<file path="config.mk">
export PLATFORM = sky130hd
export DESIGN_NAME = axi_lite_frame_regs
export DESIGN_NICKNAME = d
export VERILOG_FILES = /design/src/rtl/axi_lite_frame_regs.sv
export SDC_FILE = /design/constraint.sdc
export NUM_CORES = 1
export LEC_CHECK = 0
export BUFFER_PORTS_ARGS = -buffer_cell sky130_fd_sc_hd__buf_2
export CAP_MARGIN = 20
export CORE_ASPECT_RATIO = 1.4
export CORE_MARGIN = 2
export CORE_UTILIZATION = 53
export CTS_CLUSTER_DIAMETER = 50
export CTS_CLUSTER_SIZE = 8
export DETAILED_ROUTE_END_ITERATION = 16
export PLACE_DENSITY = 0.91
export SLEW_MARGIN = 20
export SYNTH_ARGS = -nofsm -noshare
export SYNTH_HDL_FRONTEND = slang
export SYNTH_SLANG_ARGS = --single-unit
</file>
<file path="constraint.sdc">
create_clock -name aclk -period 3.06 [get_ports aclk]
set_input_delay 0.612 -clock aclk [delete_from_list [all_inputs] [get_ports aclk]]
set_output_delay 0.612 -clock aclk [all_outputs]
set_load 0.01 [all_outputs]
</file>
<file path="src/rtl/axi_lite_frame_regs.sv">
// AXI-Lite register bank with byte strobes, a read-only status window and SLVERR decode.
// `define AXIL_FRAME_REGS_SHADOW_EN to stage writes and apply them to regs_out only on frame_sync.
//
// write state     | meaning
// W_IDLE          | ready for AW and/or W
// W_AWAIT_WDATA   | address held, waiting for write data
// W_AWAIT_WADD    | data held, waiting for write address
// W_WRITE         | one-cycle commit of held data into the bank
// W_RESP          | bvalid held until bready
//
// read state      | meaning
// R_IDLE          | ready for AR
// R_FETCH         | register rdata/rresp from the decoded source
// R_READ          | rvalid held until rready
module axi_lite_frame_regs #(
  parameter int AXI_LITE_ADDR_WIDTH = 8,
  parameter int REG_FILE_SIZE = 8,
  parameter int NUM_STATUS = 2,
  parameter logic [REG_FILE_SIZE*32-1:0] RESET_VALUES = {REG_FILE_SIZE*32{1'b0}}
) (
  input  logic                           aclk,
  input  logic                           aresetn,
  input  logic [AXI_LITE_ADDR_WIDTH-1:0] s_axi_lite_awaddr,
  input  logic                           s_axi_lite_awvalid,
  output logic                           s_axi_lite_awready,
  input  logic [31:0]                    s_axi_lite_wdata,
  input  logic [3:0]                     s_axi_lite_wstrb,
  input  logic                           s_axi_lite_wvalid,
  output logic                           s_axi_lite_wready,
  output logic [1:0]                     s_axi_lite_bresp,
  output logic                           s_axi_lite_bvalid,
  input  logic                           s_axi_lite_bready,
  input  logic [AXI_LITE_ADDR_WIDTH-1:0] s_axi_lite_araddr,
  input  logic                           s_axi_lite_arvalid,
  output logic                           s_axi_lite_arready,
  output logic [31:0]                    s_axi_lite_rdata,
  output logic [1:0]                     s_axi_lite_rresp,
  output logic                           s_axi_lite_rvalid,
  input  logic                           s_axi_lite_rready,
  input  logic                           frame_sync,
  input  logic [NUM_STATUS*32-1:0]       status_in,
  output logic [REG_FILE_SIZE*32-1:0]    regs_out,
  output logic                           update_pending
);

  localparam int AW = AXI_LITE_ADDR_WIDTH;
  localparam logic [1:0] RESP_OKAY   = 2'b00;
  localparam logic [1:0] RESP_SLVERR = 2'b10;

  typedef enum logic [2:0] {W_IDLE, W_AWAIT_WDATA, W_AWAIT_WADD, W_WRITE, W_RESP} wr_state_t;
  typedef enum logic [1:0] {R_IDLE, R_FETCH, R_READ} rd_state_t;

  wr_state_t wr_state_q, wr_state_d;
  rd_state_t rd_state_q, rd_state_d;

  logic [AW-1:0] awaddr_q, araddr_q, wr_idx, rd_idx;
  logic [31:0]   wdata_q, rdata_q, rdata_d;
  logic [3:0]    wstrb_q;
  logic [1:0]    bresp_q, rresp_q, rresp_d;
  logic          aw_hs, w_hs, ar_hs, wr_hit, commit;
  logic [31:0]   active_q [REG_FILE_SIZE];
  logic [31:0]   rd_src [REG_FILE_SIZE];

  assign s_axi_lite_awready = (wr_state_q == W_IDLE) || (wr_state_q == W_AWAIT_WADD);
  assign s_axi_lite_wready  = (wr_state_q == W_IDLE) || (wr_state_q == W_AWAIT_WDATA);
  assign s_axi_lite_bvalid  = (wr_state_q == W_RESP);
  assign s_axi_lite_bresp   = bresp_q;
  assign s_axi_lite_arready = (rd_state_q == R_IDLE);
  assign s_axi_lite_rvalid  = (rd_state_q == R_READ);
  assign s_axi_lite_rdata   = rdata_q;
  assign s_axi_lite_rresp   = rresp_q;

  assign aw_hs  = s_axi_lite_awvalid && s_axi_lite_awready;
  assign w_hs   = s_axi_lite_wvalid && s_axi_lite_wready;
  assign ar_hs  = s_axi_lite_arvalid && s_axi_lite_arready;
  assign wr_idx = awaddr_q >> 2;
  assign rd_idx = araddr_q >> 2;
  assign wr_hit = wr_idx < AW'(REG_FILE_SIZE);
  assign commit = (wr_state_q == W_WRITE) && wr_hit;

  always_comb begin
    wr_state_d = wr_state_q;
    case (wr_state_q)
      W_IDLE: begin
        if (aw_hs && w_hs) wr_state_d = W_WRITE;
        else if (aw_hs)    wr_state_d = W_AWAIT_WDATA;
        else if (w_hs)     wr_state_d = W_AWAIT_WADD;
      end
      W_AWAIT_WDATA: if (w_hs)  wr_state_d = W_WRITE;
      W_AWAIT_WADD:  if (aw_hs) wr_state_d = W_WRITE;
      W_WRITE:       wr_state_d = W_RESP;
      W_RESP:        if (s_axi_lite_bready) wr_state_d = W_IDLE;
      default:       wr_state_d = W_IDLE;
    endcase
  end

  always_comb begin
    rd_state_d = rd_state_q;
    case (rd_state_q)
      R_IDLE:  if (ar_hs) rd_state_d = R_FETCH;
      R_FETCH: rd_state_d = R_READ;
      R_READ:  if (s_axi_lite_rready) rd_state_d = R_IDLE;
      default: rd_state_d = R_IDLE;
    endcase
  end

  // Status words alias above the RW registers; anything past them is unmapped.
  always_comb begin
    rdata_d = '0;
    rresp_d = RESP_SLVERR;
    for (int i = 0; i < REG_FILE_SIZE; i++) begin
      if (rd_idx == AW'(i)) begin
        rdata_d = rd_src[i];
        rresp_d = RESP_OKAY;
      end
    end
    for (int s = 0; s < NUM_STATUS; s++) begin
      if (rd_idx == AW'(REG_FILE_SIZE + s)) begin
        rdata_d = status_in[32*s +: 32];
        rresp_d = RESP_OKAY;
      end
    end
  end

  always_ff @(posedge aclk or negedge aresetn) begin
    if (!aresetn) begin
      wr_state_q <= W_IDLE;
      rd_state_q <= R_IDLE;
      awaddr_q   <= '0;
      araddr_q   <= '0;
      wdata_q    <= '0;
      wstrb_q    <= '0;
      bresp_q    <= RESP_OKAY;
      rdata_q    <= '0;
      rresp_q    <= RESP_OKAY;
    end else begin
      wr_state_q <= wr_state_d;
      rd_state_q <= rd_state_d;
      if (aw_hs) awaddr_q <= s_axi_lite_awaddr;
      if (w_hs) begin
        wdata_q <= s_axi_lite_wdata;
        wstrb_q <= s_axi_lite_wstrb;
      end
      if (wr_state_q == W_WRITE) bresp_q <= wr_hit ? RESP_OKAY : RESP_SLVERR;
      if (ar_hs) araddr_q <= s_axi_lite_araddr;
      if (rd_state_q == R_FETCH) begin
        rdata_q <= rdata_d;
        rresp_q <= rresp_d;
      end
    end
  end

`ifdef AXIL_FRAME_REGS_SHADOW_EN
  logic [31:0] staged_q [REG_FILE_SIZE];
  logic        pending_q;

  // Nonblocking copy means a coincident commit lands in staged only, after active samples it.
  always_ff @(posedge aclk or negedge aresetn) begin
    if (!aresetn) begin
      for (int i = 0; i < REG_FILE_SIZE; i++) begin
        staged_q[i] <= RESET_VALUES[32*i +: 32];
        active_q[i] <= RESET_VALUES[32*i +: 32];
      end
      pending_q <= 1'b0;
    end else begin
      if (frame_sync && pending_q) begin
        for (int i = 0; i < REG_FILE_SIZE; i++) active_q[i] <= staged_q[i];
      end
      for (int i = 0; i < REG_FILE_SIZE; i++) begin
        for (int k = 0; k < 4; k++) begin
          if (commit && (wr_idx == AW'(i)) && wstrb_q[k])
            staged_q[i][8*k +: 8] <= wdata_q[8*k +: 8];
        end
      end
      if (commit)          pending_q <= 1'b1;
      else if (frame_sync) pending_q <= 1'b0;
    end
  end

  assign update_pending = pending_q;
  for (genvar g = 0; g < REG_FILE_SIZE; g++) begin : g_rd_src
    assign rd_src[g] = staged_q[g];
  end
`else
  logic unused_frame_sync;
  assign unused_frame_sync = frame_sync;

  always_ff @(posedge aclk or negedge aresetn) begin
    if (!aresetn) begin
      for (int i = 0; i < REG_FILE_SIZE; i++) active_q[i] <= RESET_VALUES[32*i +: 32];
    end else begin
      for (int i = 0; i < REG_FILE_SIZE; i++) begin
        for (int k = 0; k < 4; k++) begin
          if (commit && (wr_idx == AW'(i)) && wstrb_q[k])
            active_q[i][8*k +: 8] <= wdata_q[8*k +: 8];
        end
      end
    end
  end

  assign update_pending = 1'b0;
  for (genvar g = 0; g < REG_FILE_SIZE; g++) begin : g_rd_src
    assign rd_src[g] = active_q[g];
  end
`endif

  for (genvar g = 0; g < REG_FILE_SIZE; g++) begin : g_regs_out
    assign regs_out[32*g +: 32] = active_q[g];
  end

endmodule

</file>
== Yosys cells after proc, flatten, opt, wreduce, memory -nomap -nowiden ==
Index checks and enable logic that the tools add are counted.

* Register bits after elaboration: 349
* Word-level logic and storage cells: 154

* Magnitude comparators: 1
* Eq/ne operators: 28
* Mux-type cells: 31
* Reductions and logical operators: 53

{| class="wikitable"
|+ Operators with widths
! kind !! number
|-
| $mux 32 || 10
|-
| $eq 6x3->1 const B || 8
|-
| $logic_and 1x1->1 || 45
|-
| $mux 2 || 13
|-
| $eq 6x2->1 const B || 4
|-
| $mux 3 || 6
|-
| $logic_not 8->1 || 2
|-
| $pmux 3 s5 || 1
|-
| $eq 6x1->1 const B || 2
|-
| $eq 6x4->1 const B || 2
|-
| $eq 3x2->1 const B || 2
|-
| $lt 6x4->1 const B || 1
|-
| $ne 2x1->1 const B || 3
|-
| $pmux 2 s3 || 1
|-
| $ne 2x2->1 const B || 2
|-
| $ne 4x3->1 const B || 1
|-
| $reduce_and 4->1 || 1
|-
| $eq 3x1->1 const B || 1
|-
| $eq 3x3->1 const B || 1
|-
| $logic_not 3->1 || 1
|-
| $eq 2x1->1 const B || 1
|-
| $eq 2x2->1 const B || 1
|-
| $logic_not 2->1 || 1
|-
| $logic_or 1x1->1 || 2
|-
| $reduce_and 2->1 || 1
|}

== Longest topological paths before layout ==
Gate-level depths: netlist of run 1.

* Depth in word-level cells: 11
* Gate-level depth with buffers: 8
* Gate-level depth less buffers: 5

== Worst setup path before layout of run 1 ==
No wires, ideal clock.

* Path type: register to register
* Start: reg wr_state_q[2]
* End: reg active_q (netlist bit regs_out[0])
* Setup time: 125 ps
* Arrival: 2071 ps
* Required time: 2935 ps
* Slack: 865 ps
* Cell stages (with the launch flop): 6
* Path buffers: 0
* Cells stage by stage: dfrtp_1 nand3b_1 or4_4 nor3_4 nand2_2 mux2_2

* Longest elaborated chain between the ends: 4

{| class="wikitable"
|+ RTL lines
! item !! RTL line !! text
|-
| from (decl) || 53 || <nowiki>wr_state_t wr_state_q, wr_state_d;</nowiki>
|-
| from (signal assigned) || 137 || <nowiki>wr_state_q <= wr_state_d;</nowiki>
|-
| $eq 3x2->1 || 79 || <nowiki>assign commit = (wr_state_q == W_WRITE) && wr_hit;</nowiki>
|-
| $logic_and 1x1->1 || 79 ||
|-
| $logic_and 1x1->1 (2 in a row) || 194 || <nowiki>if (commit && (wr_idx == AW'(i)) && wstrb_q[k])</nowiki>
|-
| to (signal, indexed assignment) || 195 || <nowiki>active_q[i][8*k +: 8] <= wdata_q[8*k +: 8];</nowiki>
|-
| to (decl) || 61 || <nowiki>logic [31:0] active_q [REG_FILE_SIZE];</nowiki>
|}

Every way passes these cells.
A chain may end at the register's enable or synchronous reset.

== Final worst setup path of run 1 ==
* Start: reg araddr_q[2]
* End: reg rdata_q[9] (netlist: s_axi_lite_rdata[9])

* Longest elaborated chain between the ends: 11
* Elaborated cells between the ends (all ways): 20

{| class="wikitable"
|+ RTL lines
! item !! RTL line !! text
|-
| from (decl) || 56 || <nowiki>logic [AW-1:0] awaddr_q, araddr_q, wr_idx, rd_idx;</nowiki>
|-
| from (signal assigned) || 145 || <nowiki>if (ar_hs) araddr_q <= s_axi_lite_araddr;</nowiki>
|-
| $logic_not 8->1 || 112 || <nowiki>if (rd_idx == AW'(i)) begin</nowiki>
|-
| $mux 32 (8 in a row) || 112 ||
|-
| $mux 32 || 118 || <nowiki>if (rd_idx == AW'(REG_FILE_SIZE + s)) begin</nowiki>
|-
| $mux 32 * || 118 ||
|-
| to (signal assigned) || 147 || <nowiki>rdata_q <= rdata_d;</nowiki>
|-
| to (decl) || 57 || <nowiki>logic [31:0] wdata_q, rdata_q, rdata_d;</nowiki>
|}

Mark *: on every way between the ends. The rest lies on a longest branch, timed or not.

==> summary.md, run 1 <==
| Metric | Value |
|---|---|
| Status | `completed` |
| DRC | `0` |
| Mapped Cells | `1150` |
| Worst-case reg-to-reg path depth | `5` |
| Setup crit end kind | `flop` |
| Pre-Repair DR Iteration Count | `6` |
| Initial antenna violation count | `5` |
| Crit Path Max Fanout | `23` |
| Non-filler cells, final | `1979` |
| Sum Neg Setup Slack | `0 ns` |
| Initial DRC count | `1271` |
| Worst setup path class | `reg2reg` |
| Worst-Margin Slew | `1.06 ns` |
| Crit share post-route | `0.886` |
| Worst Skew | `0.0142 ns` |
| Final Hold Fails | `0` |
| P_int | `11.6 mW` |
| Net Sw Power | `7.06 mW` |
| Htree depth | `2` |
| HP Class | `in2async` |
| Inst Count DP | `1924` |
| Die Area | `0.0303 mm²` |
| Setup Viol. Count Final | `0` |
| Synthesis-stage register bit count | `343` |
| # IOs | `422` |
| Flop2flop setup slack | `0.35 ns` |
| Slew headroom | `0.294` |
| CTS tree | `done` |
| Antenna viol nets, final | `0` |
| First-pass GRT wire length | `82800 µm` |
| RSZ-0062 raised after global routing | `no` |
| Seq pwr share | `0.423` |
| F_max | `369 MHz` |
| Yosys cell types | `49` |
| Crit path launch | `araddr_q[2]$_DFFE_PN0P_` |
| P_leak | `9.85 nW` |
| Cell area after synthesis | `0.0153 mm²` |
| Post-route setup slack | `0.350 ns` |
| Clk_lat worst skew | `0.55 ns` |
| Die H | `205 µm` |
| Initial Utilization | `0.539` |
| Area delta synth->final | `26.3%` |
| PD cells | `963 mW/mm²` |
| Worst slack at placement | `0.400 ns` |
| Synth Flop Type | `dfrtp_1` |
| PortBufs | `413` |
| Peak supply drop | `694 µV` |
| Area after DPL | `0.0181 mm²` |
| Largest net degree at the start of global routing | `89` |
| DIE WIDTH | `148 µm` |
| Min cycle time layout | `2.71 ns` |
| Worst R2R End | `s_axi_lite_rdata[9]$_DFFE_PN0N_` |
| Row Count | `73` |
| Ys async rst share | `1.00` |
| Design Area, Final | `0.0193 mm²` |
| Setup bufs post-CTS | `0` |
| DR WL/cell | `28.4 µm` |
| DPL Wire Length | `37500 µm` |
| WHS | `0.0437 ns` |
| Via count | `13200` |
| Final nets | `1723` |
| Largest area contributor in the netlist | `dfrtp_1` |
| Switch share | `0.379` |
| Req. time, crit path | `3.50 ns` |
| Max-cap viol count | `0` |
| FILL cells | `1913` |
| TritonCTS Buffers | `48` |
| Synth top area share | `0.560` |
| Clock Power Share | `0.248` |
| Mean Syn Cell Area | `13.3 µm²` |
| Dominant cells by area after synthesis | `dfrtp_1 (56%), mux2_2 (22%), a22oi_1 (2.4%), a221oi_1 (2.2%), mux2i_1 (2.2%)` |
| Number of global-route vias before repair | `13400` |
| Combinational share of power | `0.329` |
| Startpoint types | `flop` |
| Worst reg2reg path startpoint | `araddr_q[2]$_DFFE_PN0P_` |
| Slew Limit Fails | `0` |
| Deepest clock path buffer count | `3` |
| Share of layout cells above drive strength 1 | `0.532` |
| Layout Utilization | `0.681` |
| WP data arrival | `3.15 ns` |
| GP Congestion | `0.910` |
| Core area | `0.0284 mm²` |
| Sequential-to-total area share from yosys stat | `0.560` |
| Hold_buf cts | `0` |
| Power Total | `18.6 mW` |
| Final wirelength | `56200 µm` |
| Synth warn | `0` |
| CTS clock-pin slew for the worst setup and hold paths | `0.05 ns` |
| Post-synth EDFFs | `0` |
| Root buffer cell | `clkbuf_16` |
| CTS sink count | `343` |
| All-layer global routing usage | `0.364` |
| Global route overflow | `0` |
| Drt via density | `6.67` |
| Post-CTS sizing | `0` |
[kinds of logic after synthesis]
family,Yosys count,share of synthesized area
multiplexers,341,0.248
other,1,0.000245
buffers and inverters,77,0.0203
flip-flops,343,0.560
AND/OR/NAND/NOR,186,0.0695
AO/OA/AOI/OAI,202,0.102
[power groups by stage]
stage / sequential (mW) / clock [mW] / combinational, mW
4_1_cts: 7.79 / 4.63 / 6.06
6_report: 7.88 / 4.61 / 6.13
5_1_grt: 8.07 / 4.81 / 6.44
2_1_floorplan: 7.75 / 0 / 2.98
3_5_place_dp: 7.82 / 0 / 5.98
3_3_place_gp: 7.66 / 0 / 5.79
[placed cells by master (no fill, tap or decap), types with 3 or more instances in the layout]
| cell | netlist | final |
|---|---|---|
| o22ai_1 | 28 | 28 |
| a2111oi_0 | 4 | 4 |
| a221oi_1 | 39 | 39 |
| nor3b_2 | 6 | 6 |
| a211oi_1 | 20 | 20 |
| o32ai_1 | 8 | 8 |
| nor3_1 | 24 | 22 |
| diode_2 | 0 | 4 |
| mux2_2 | 302 | 302 |
| a21oi_1 | 7 | 7 |
| mux2i_1 | 33 | 33 |
| o221ai_1 | 33 | 33 |
| buf_12 | 0 | 3 |
| nand2_2 | 4 | 4 |
| nand3_4 | 4 | 4 |
| clkbuf_16 | 0 | 49 |
| nor2_1 | 55 | 50 |
| and2_1 | 4 | 3 |
| nand3b_1 | 4 | 4 |
| nor2b_1 | 7 | 6 |
| nor2_4 | 0 | 5 |
| and3_1 | 27 | 27 |
| o21ai_0 | 7 | 7 |
| inv_1 | 8 | 8 |
| dfrtp_1 | 343 | 342 |
| buf_4 | 3 | 50 |
| nor3_4 | 2 | 3 |
| mux2_1 | 6 | 6 |
| buf_2 | 8 | 412 |
| nand2_1 | 27 | 27 |
| conb_1 | 1 | 3 |
| a22oi_1 | 49 | 49 |
| nand2b_1 | 6 | 4 |
[area by class of cell]
cell class | count | area (µm²) | area share
sequential | 343 | 8580 | 0.444
multi-input combinational | 732 | 6500 | 0.336
timing repair buffer | 466 | 2510 | 0.130
clock buffer | 51 | 1230 | 0.0638
tap | 375 | 469 | 0.0243
inverter | 8 | 30.0 | 0.00155
antenna | 4 | 10.0 | 0.000518
[state kept, by name, summed over array words and instances (netlist names)]
register,count
regs_out,256
rd_state_q,2
s_axi_lite_bresp,1
wstrb_q,4
wr_state_q,3
s_axi_lite_rdata,32
araddr_q,6
wdata_q,32
s_axi_lite_rresp,1
awaddr_q,6
[synth_stat cells (all sizes together) (7+ instances only)]
master,count
a211oi,20
a21oi,7
a221oi,39
a22oi,49
and3,27
buf,16
clkbuf,53
dfrtp,343
inv,8
mux2,308
mux2i,33
nand2,31
nor2,55
nor2b,7
nor3,27
o21ai,7
o221ai,33
o22ai,28
o32ai,8
[worst max path at each step]
| stage | end | slack (ns) | depth (start not counted) |
|---|---|---|---|
| after global placement | regs_out[55]$_DFFE_PN0P_ | 0.47 | 5 |
| after floorplan | regs_out[0]$_DFFE_PN0P_ | 0.86 | 5 |
| after detailed placement | regs_out[235]$_DFFE_PN0P_ | 0.40 | 6 |
| final | s_axi_lite_rdata[9]$_DFFE_PN0N_ | 0.35 | 5 |
| after global routing | regs_out[235]$_DFFE_PN0P_ | 0.16 | 6 |
| after CTS | regs_out[235]$_DFFE_PN0P_ | 0.39 | 6 |
[metal layers]
layer | vias up | wire length, µm | GRT usage
li1 | 5276 | - | -
met1 | 6635 | 20000 | 0.450
met2 | 1025 | 26900 | 0.581
met3 | 260 | 5810 | 0.0958
met4 | 2 | 3370 | 0.208
met5 | - | 11 | 0
[critical path: stages (launching register included)]
cell and delay (ns):
dfrtp_1 0.52, nand4bb_1 0.38, buf_4 0.33, nor2_4 0.75, a221oi_1 0.37, a22oi_1 0.27
No activity file was read; power rests on OpenSTA's default activity.
==> inputs of run 2 (changes only) <==
==> constraint.sdc (replaced) <==
create_clock -name aclk -period 2.8 [get_ports aclk]
set_input_delay 0.56 -clock aclk [delete_from_list [all_inputs] [get_ports aclk]]
set_output_delay 0.56 -clock aclk [all_outputs]
set_load 0.1 [all_outputs]
==> run 2 against run 1 <==
Net effect:
- the flow now finishes with violations (negative setup slack)
- critical path depth unchanged
- count of clock-buffer cells in the layout unchanged
- via count increased by 0.32%
- die area stayed put
- final cell count grew 0.81%
- first-iteration DRC count shrank 3.7%
- critical path type unchanged
==> summary.md, run 2 (same netlist as run 1, synthesis figures left out) <==
| Metric | Value |
|---|---|
| Status | `complete, but fails checks` |
| Violated checks | `negative setup slack` |
| Initial DRC count | `1224` |
| PortBufs | `413` |
| DR WL/cell | `28.3 µm` |
| F_max | `351 MHz` |
| # IOs | `422` |
| Worst-case reg-to-reg path depth | `5` |
| DPL Wire Length | `37900 µm` |
| Antenna viol nets, final | `0` |
| CTS tree | `done` |
| Flip-flop count of the largest register after layout | `256` |
| Final wirelength | `56500 µm` |
| Global route overflow | `0` |
| Die Area | `0.0303 mm²` |
| WP data arrival | `3.28 ns` |
| GP Congestion | `0.944` |
| Initial Utilization | `0.539` |
| Deepest clock path buffer count | `3` |
| Crit share post-route | `1.02` |
| Post-route setup slack | `-0.0502 ns` |
| Setup Viol. Count Final | `8` |
| FILL cells | `1920` |
| Die H | `205 µm` |
| Final Hold Fails | `0` |
| First-pass GRT wire length | `83400 µm` |
| Hold_buf cts | `0` |
| CTS sink count | `343` |
| Leading cell type in the layout, fill and taps excluded | `buf_2` |
| CTS clock-pin slew for the worst setup and hold paths | `0.05 ns` |
| Setup bufs post-CTS | `0` |
| DRC | `0` |
| Worst-Margin Slew | `1.06 ns` |
| Req. time, crit path | `3.23 ns` |
| Worst reg2reg path startpoint | `wr_state_q[2]$_DFFE_PN0P_` |
| DIE WIDTH | `148 µm` |
| Slew Limit Fails | `0` |
| All-layer global routing usage | `0.369` |
| Pre-Repair DR Iteration Count | `6` |
| Htree depth | `2` |
| Worst R2R End | `regs_out[35]$_DFFE_PN0P_` |
| Slew headroom | `0.290` |
| Area delta synth->final | `27.9%` |
| RSZ-0062 raised after global routing | `yes` |
| Max-cap viol count | `0` |
| HP Class | `in2async` |
| Min cycle time layout | `2.85 ns` |
| Drt via density | `6.64` |
| Root buffer cell | `clkbuf_16` |
| Via count | `13200` |
| Flop2flop setup slack | `-0.05 ns` |
| Startpoint types | `flop` |
| TritonCTS Buffers | `49` |
| Clk_lat worst skew | `0.56 ns` |
| Largest net degree at the start of global routing | `84` |
| Post-CTS sizing | `0` |
| Row Count | `73` |
| Final nets | `1733` |
| Share of layout cells above drive strength 1 | `0.538` |
| Initial antenna violation count | `6` |
| Worst Skew | `0.0196 ns` |
| Sum Neg Setup Slack | `-0.314 ns` |
| Worst setup path class | `reg2reg` |
| Commonest non-fill, non-tap cells in the layout | `buf_2 (412), dfrtp_1 (342), mux2_2 (302)` |
| Crit Path Max Fanout | `8` |
| Setup crit end kind | `flop` |
| Core area | `0.0284 mm²` |
| Number of global-route vias before repair | `13800` |
==> run 2: cell count changes in the layout (fill, tap and decap cells not counted), sizes merged <==
cell and delta:
bufinv +1, clkinv +3, inv +1, buf +9, diode +2
==> run 2: metrics by stage <==
step | instances | utilization | setup slack, ns | instance area [µm²] | hold WS, ns
after floorplan | 1152 | - | 0.138 | 15300 | 0.264
after global placement | 1933 | 0.642 | 0.182 | 18200 | 0.506
after detailed placement | 1933 | 0.642 | 0.0279 | 18200 | 0.506
after CTS | 1989 | 0.689 | 0.0134 | 19600 | 0.0297
after global routing | 1994 | 0.689 | -0.0496 | 19600 | 0.0581
final | 1995 | 0.690 | -0.0502 | 19600 | 0.0244
==> run 2: worst max path at each step <==
stage | from | to | cells past startpoint | slack (ns)
after CTS | wr_state_q[2]$_DFFE_PN0P_ | regs_out[67]$_DFFE_PN0P_ | 5 | 0.01
after global routing | wr_state_q[2]$_DFFE_PN0P_ | regs_out[35]$_DFFE_PN0P_ | 5 | -0.05
after detailed placement | wr_state_q[2]$_DFFE_PN0P_ | regs_out[67]$_DFFE_PN0P_ | 5 | 0.03
after global placement | wr_state_q[2]$_DFFE_PN0P_ | regs_out[71]$_DFFE_PN0P_ | 5 | 0.18
final | wr_state_q[2]$_DFFE_PN0P_ | regs_out[35]$_DFFE_PN0P_ | 5 | -0.05
after floorplan | wr_state_q[0]$_DFFE_PN0P_ | awaddr_q[2]$_DFFE_PN0P_ | 4 | 0.14
==> run 2: per-layer routing <==
| layer | up-vias | global-route usage | part of all wire | wire (µm) |
|---|---|---|---|---|
| met5 | - | 0 | 0.00019 | 11 |
| met4 | 2 | 0.236 | 0.068 | 3860 |
| met3 | 297 | 0.0949 | 0.10 | 5800 |
| met2 | 1044 | 0.582 | 0.47 | 26700 |
| met1 | 6592 | 0.451 | 0.36 | 20100 |
| li1 | 5305 | - | - | - |
==> run 2: worst max-delay path, stage by stage, from the launching register on <==
cell	delay, ns
dfrtp_1	0.44
nand3b_1	0.30
or4_4	0.53
nor3b_2	0.52
nand2_1	0.51
mux2_2	0.43
==> run 2: layout make-up <==
class                           instances  area, µm²  share of cell area
Antenna cell                            6       15.0            0.000767
Timing Repair Buffer                  475       2660               0.136
Multi-Input combinational cell        732       6510               0.333
Clock buffer                           51       1240              0.0635
Tap cell                              375        469              0.0240
Inverter                                8       30.0             0.00153
Clock inverter                          5       76.3             0.00390
Sequential cell                       343       8580               0.438
Power of run 2 is not shown: default switching activity piles up to over one toggle a cycle in this logic, so the estimate is an artifact.
==> inputs of run 3 (changes only) <==
Settings changed: PLACE_DENSITY 0.91 to 0.9, SETUP_SLACK_MARGIN from default to 0.5.
==> run 3 against run 2 <==
Net effect:
- global-route usage increased by 0.94 points
- flip-flop and latch count unchanged
- highest routed layer unchanged
- critical endpoint is now regs_out[113]$_DFFE_PN0P_
- first-iteration DRC count increased by 3.8%
- the flow now finishes without violations
==> summary.md, run 3 (same netlist as run 1, synthesis figures left out) <==
| Metric | Value |
|---|---|
| Worst Skew | `0.0132 ns` |
| Worst-case reg-to-reg path depth | `8` |
| Sum Neg Setup Slack | `0 ns` |
| Final Hold Fails | `0` |
| DPL Wire Length | `37400 µm` |
| Min cycle time layout | `2.33 ns` |
| Crit share post-route | `0.833` |
| DIE WIDTH | `148 µm` |
| CTS tree | `done` |
| RSZ-0062 raised after global routing | `yes` |
| Slowest cell on crit path | `dfrtp_2` |
| # IOs | `422` |
| Largest net degree at the start of global routing | `79` |
| Family with the most delay on the worst path | `simple AND/OR/NAND/NOR gates` |
| Crit path top cell by count | `buf_6` |
| Setup crit end kind | `flop` |
| Max-cap viol count | `0` |
| Final wirelength | `58600 µm` |
| Worst-Margin Slew | `0.942 ns` |
| Setup Viol. Count Final | `0` |
| Req. time, crit path | `3.23 ns` |
| CTS clock-pin slew for the worst setup and hold paths | `0.05 ns` |
| Worst setup path class | `reg2reg` |
| DR WL/cell | `29.0 µm` |
| Htree depth | `2` |
| Clk_lat worst skew | `0.56 ns` |
| Leading cell type in the layout, fill and taps excluded | `buf_2` |
| HP Class | `in2reg` |
| Share of layout cells above drive strength 1 | `0.558` |
| Area delta synth->final | `31.8%` |
| Final nets | `1757` |
| Pre-Repair DR Iteration Count | `6` |
| Slew headroom | `0.372` |
| Deepest clock path buffer count | `3` |
| Row Count | `73` |
| CTS sink count | `343` |
| Inst Count DP | `1931` |
| Worst reg2reg path startpoint | `wr_state_q[2]$_DFFE_PN0P_` |
| Initial antenna violation count | `5` |
| Largest stage delay, worst path | `0.43 ns` |
| Core area | `0.0284 mm²` |
| Die H | `205 µm` |
| Die Area | `0.0303 mm²` |
| WP data arrival | `2.76 ns` |
| Commonest non-fill, non-tap cells in the layout | `buf_2 (411), dfrtp_1 (339), mux2_2 (260)` |
| Drt via density | `6.71` |
| Initial DRC count | `1270` |
| WHS Path Cells | `2` |
| Flop2flop setup slack | `0.47 ns` |
| F_max | `429 MHz` |
| Flip-flop count of the largest register after layout | `256` |
| DRC | `0` |
| PortBufs | `413` |
| Status | `completed` |
| Number of global-route vias before repair | `13900` |
| Antenna viol nets, final | `0` |
| Slew Limit Fails | `0` |
| Worst path bufs/invs | `3` |
| First-pass GRT wire length | `85600 µm` |
| Global route overflow | `0` |
| GP Congestion | `0.917` |
| Worst hold path startpoint | `s_axi_lite_bready` |
| TritonCTS Buffers | `49` |
| Root buffer cell | `clkbuf_16` |
| All-layer global routing usage | `0.378` |
| Via count | `13500` |
| WHS Endpoint | `wr_state_q[2]$_DFFE_PN0P_` |
| Initial Utilization | `0.539` |
| Critical path cell sequence | `nand3b_1 -> buf_6 -> nor4_4 -> nand3_1 -> buf_6 -> nor3b_4 -> buf_6 -> mux2_4` |
| Non-filler cells, final | `2016` |
| Startpoint types | `flop` |
| Crit Path Max Fanout | `8` |
| Worst R2R End | `regs_out[113]$_DFFE_PN0P_` |
## run 3: changes by cell type in the layout (fill, tap and decap cells not counted), sizes merged
| cell | previous run | this run |
|---|---|---|
| buf | 475 | 495 |
| clkinv | 3 | 0 |
| clkbuf | 51 | 53 |
| diode | 6 | 4 |
| nor2 | 55 | 57 |
| clkinvlp | 0 | 1 |
| dlygate4sd3 | 0 | 1 |
## run 3: how the worst max path moves through the flow
| stage | from | end | cells past startpoint | slack [ns] |
|---|---|---|---|---|
| after floorplan | wr_state_q[2]$_DFFE_PN0P_ | wdata_q[11]$_DFFE_PN0P_ | 5 | 0.53 |
| after global placement | wr_state_q[2]$_DFFE_PN0P_ | regs_out[86]$_DFFE_PN0P_ | 5 | 0.13 |
| after detailed placement | wr_state_q[2]$_DFFE_PN0P_ | regs_out[55]$_DFFE_PN0P_ | 5 | 0.03 |
| after CTS | araddr_q[3]$_DFFE_PN0P_ | s_axi_lite_rdata[28]$_DFFE_PN0N_ | 6 | 0.44 |
| after global routing | wr_state_q[2]$_DFFE_PN0P_ | regs_out[100]$_DFFE_PN0P_ | 8 | 0.38 |
| final | wr_state_q[2]$_DFFE_PN0P_ | regs_out[113]$_DFFE_PN0P_ | 8 | 0.47 |
## run 3: timing repair
item,in CTS,in global routing
pin swaps,3,14
resized for setup,20,91
buffers inserted,11,12
hold endpoints to repair,47,0
setup endpoints to repair,253,274
hold buffers,1,0
gates cloned,2,0
## run 3: layer usage
metal,part of all wire,vias to the layer above,GRT usage
li1,-,5346,-
met1,0.35,6772,0.466
met2,0.47,1084,0.596
met3,0.10,323,0.0947
met4,0.073,2,0.240
met5,0.00014,-,0
## run 3: worst register-to-register path: cells and delay by family, from the launching register on
family	cells	cell delay, ns
buffers and inverters	3	0.56
multiplexers	1	0.33
AND/OR/NAND/NOR	4	0.89
flip-flops	1	0.43
## run 3: stage by stage
| step | utilization | hold WS, ns | setup slack, ns | cell area [µm²] |
|---|---|---|---|---|
| after CTS | 0.693 | 0.201 | 0.443 | 19700 |
| after detailed placement | 0.640 | 0.506 | 0.0337 | 18200 |
| after global placement | 0.640 | 0.498 | 0.129 | 18200 |
| after global routing | 0.711 | 0.200 | 0.375 | 20200 |
| after floorplan | - | 0.264 | 0.530 | 15300 |
| final | 0.711 | 0.208 | 0.468 | 20200 |
## run 3: area by class of cell
type / count / area (µm²)
inverter: 8 / 30.0
antenna: 4 / 10.0
fill: 1821 / 8220
multi-input combinational: 734 / 6850
tap: 375 / 469
clock inverter: 3 / 46.3
sequential: 343 / 8590
clock buffer: 52 / 1280
timing repair buffer: 497 / 2910
Power of run 3 is left out for the same reason.
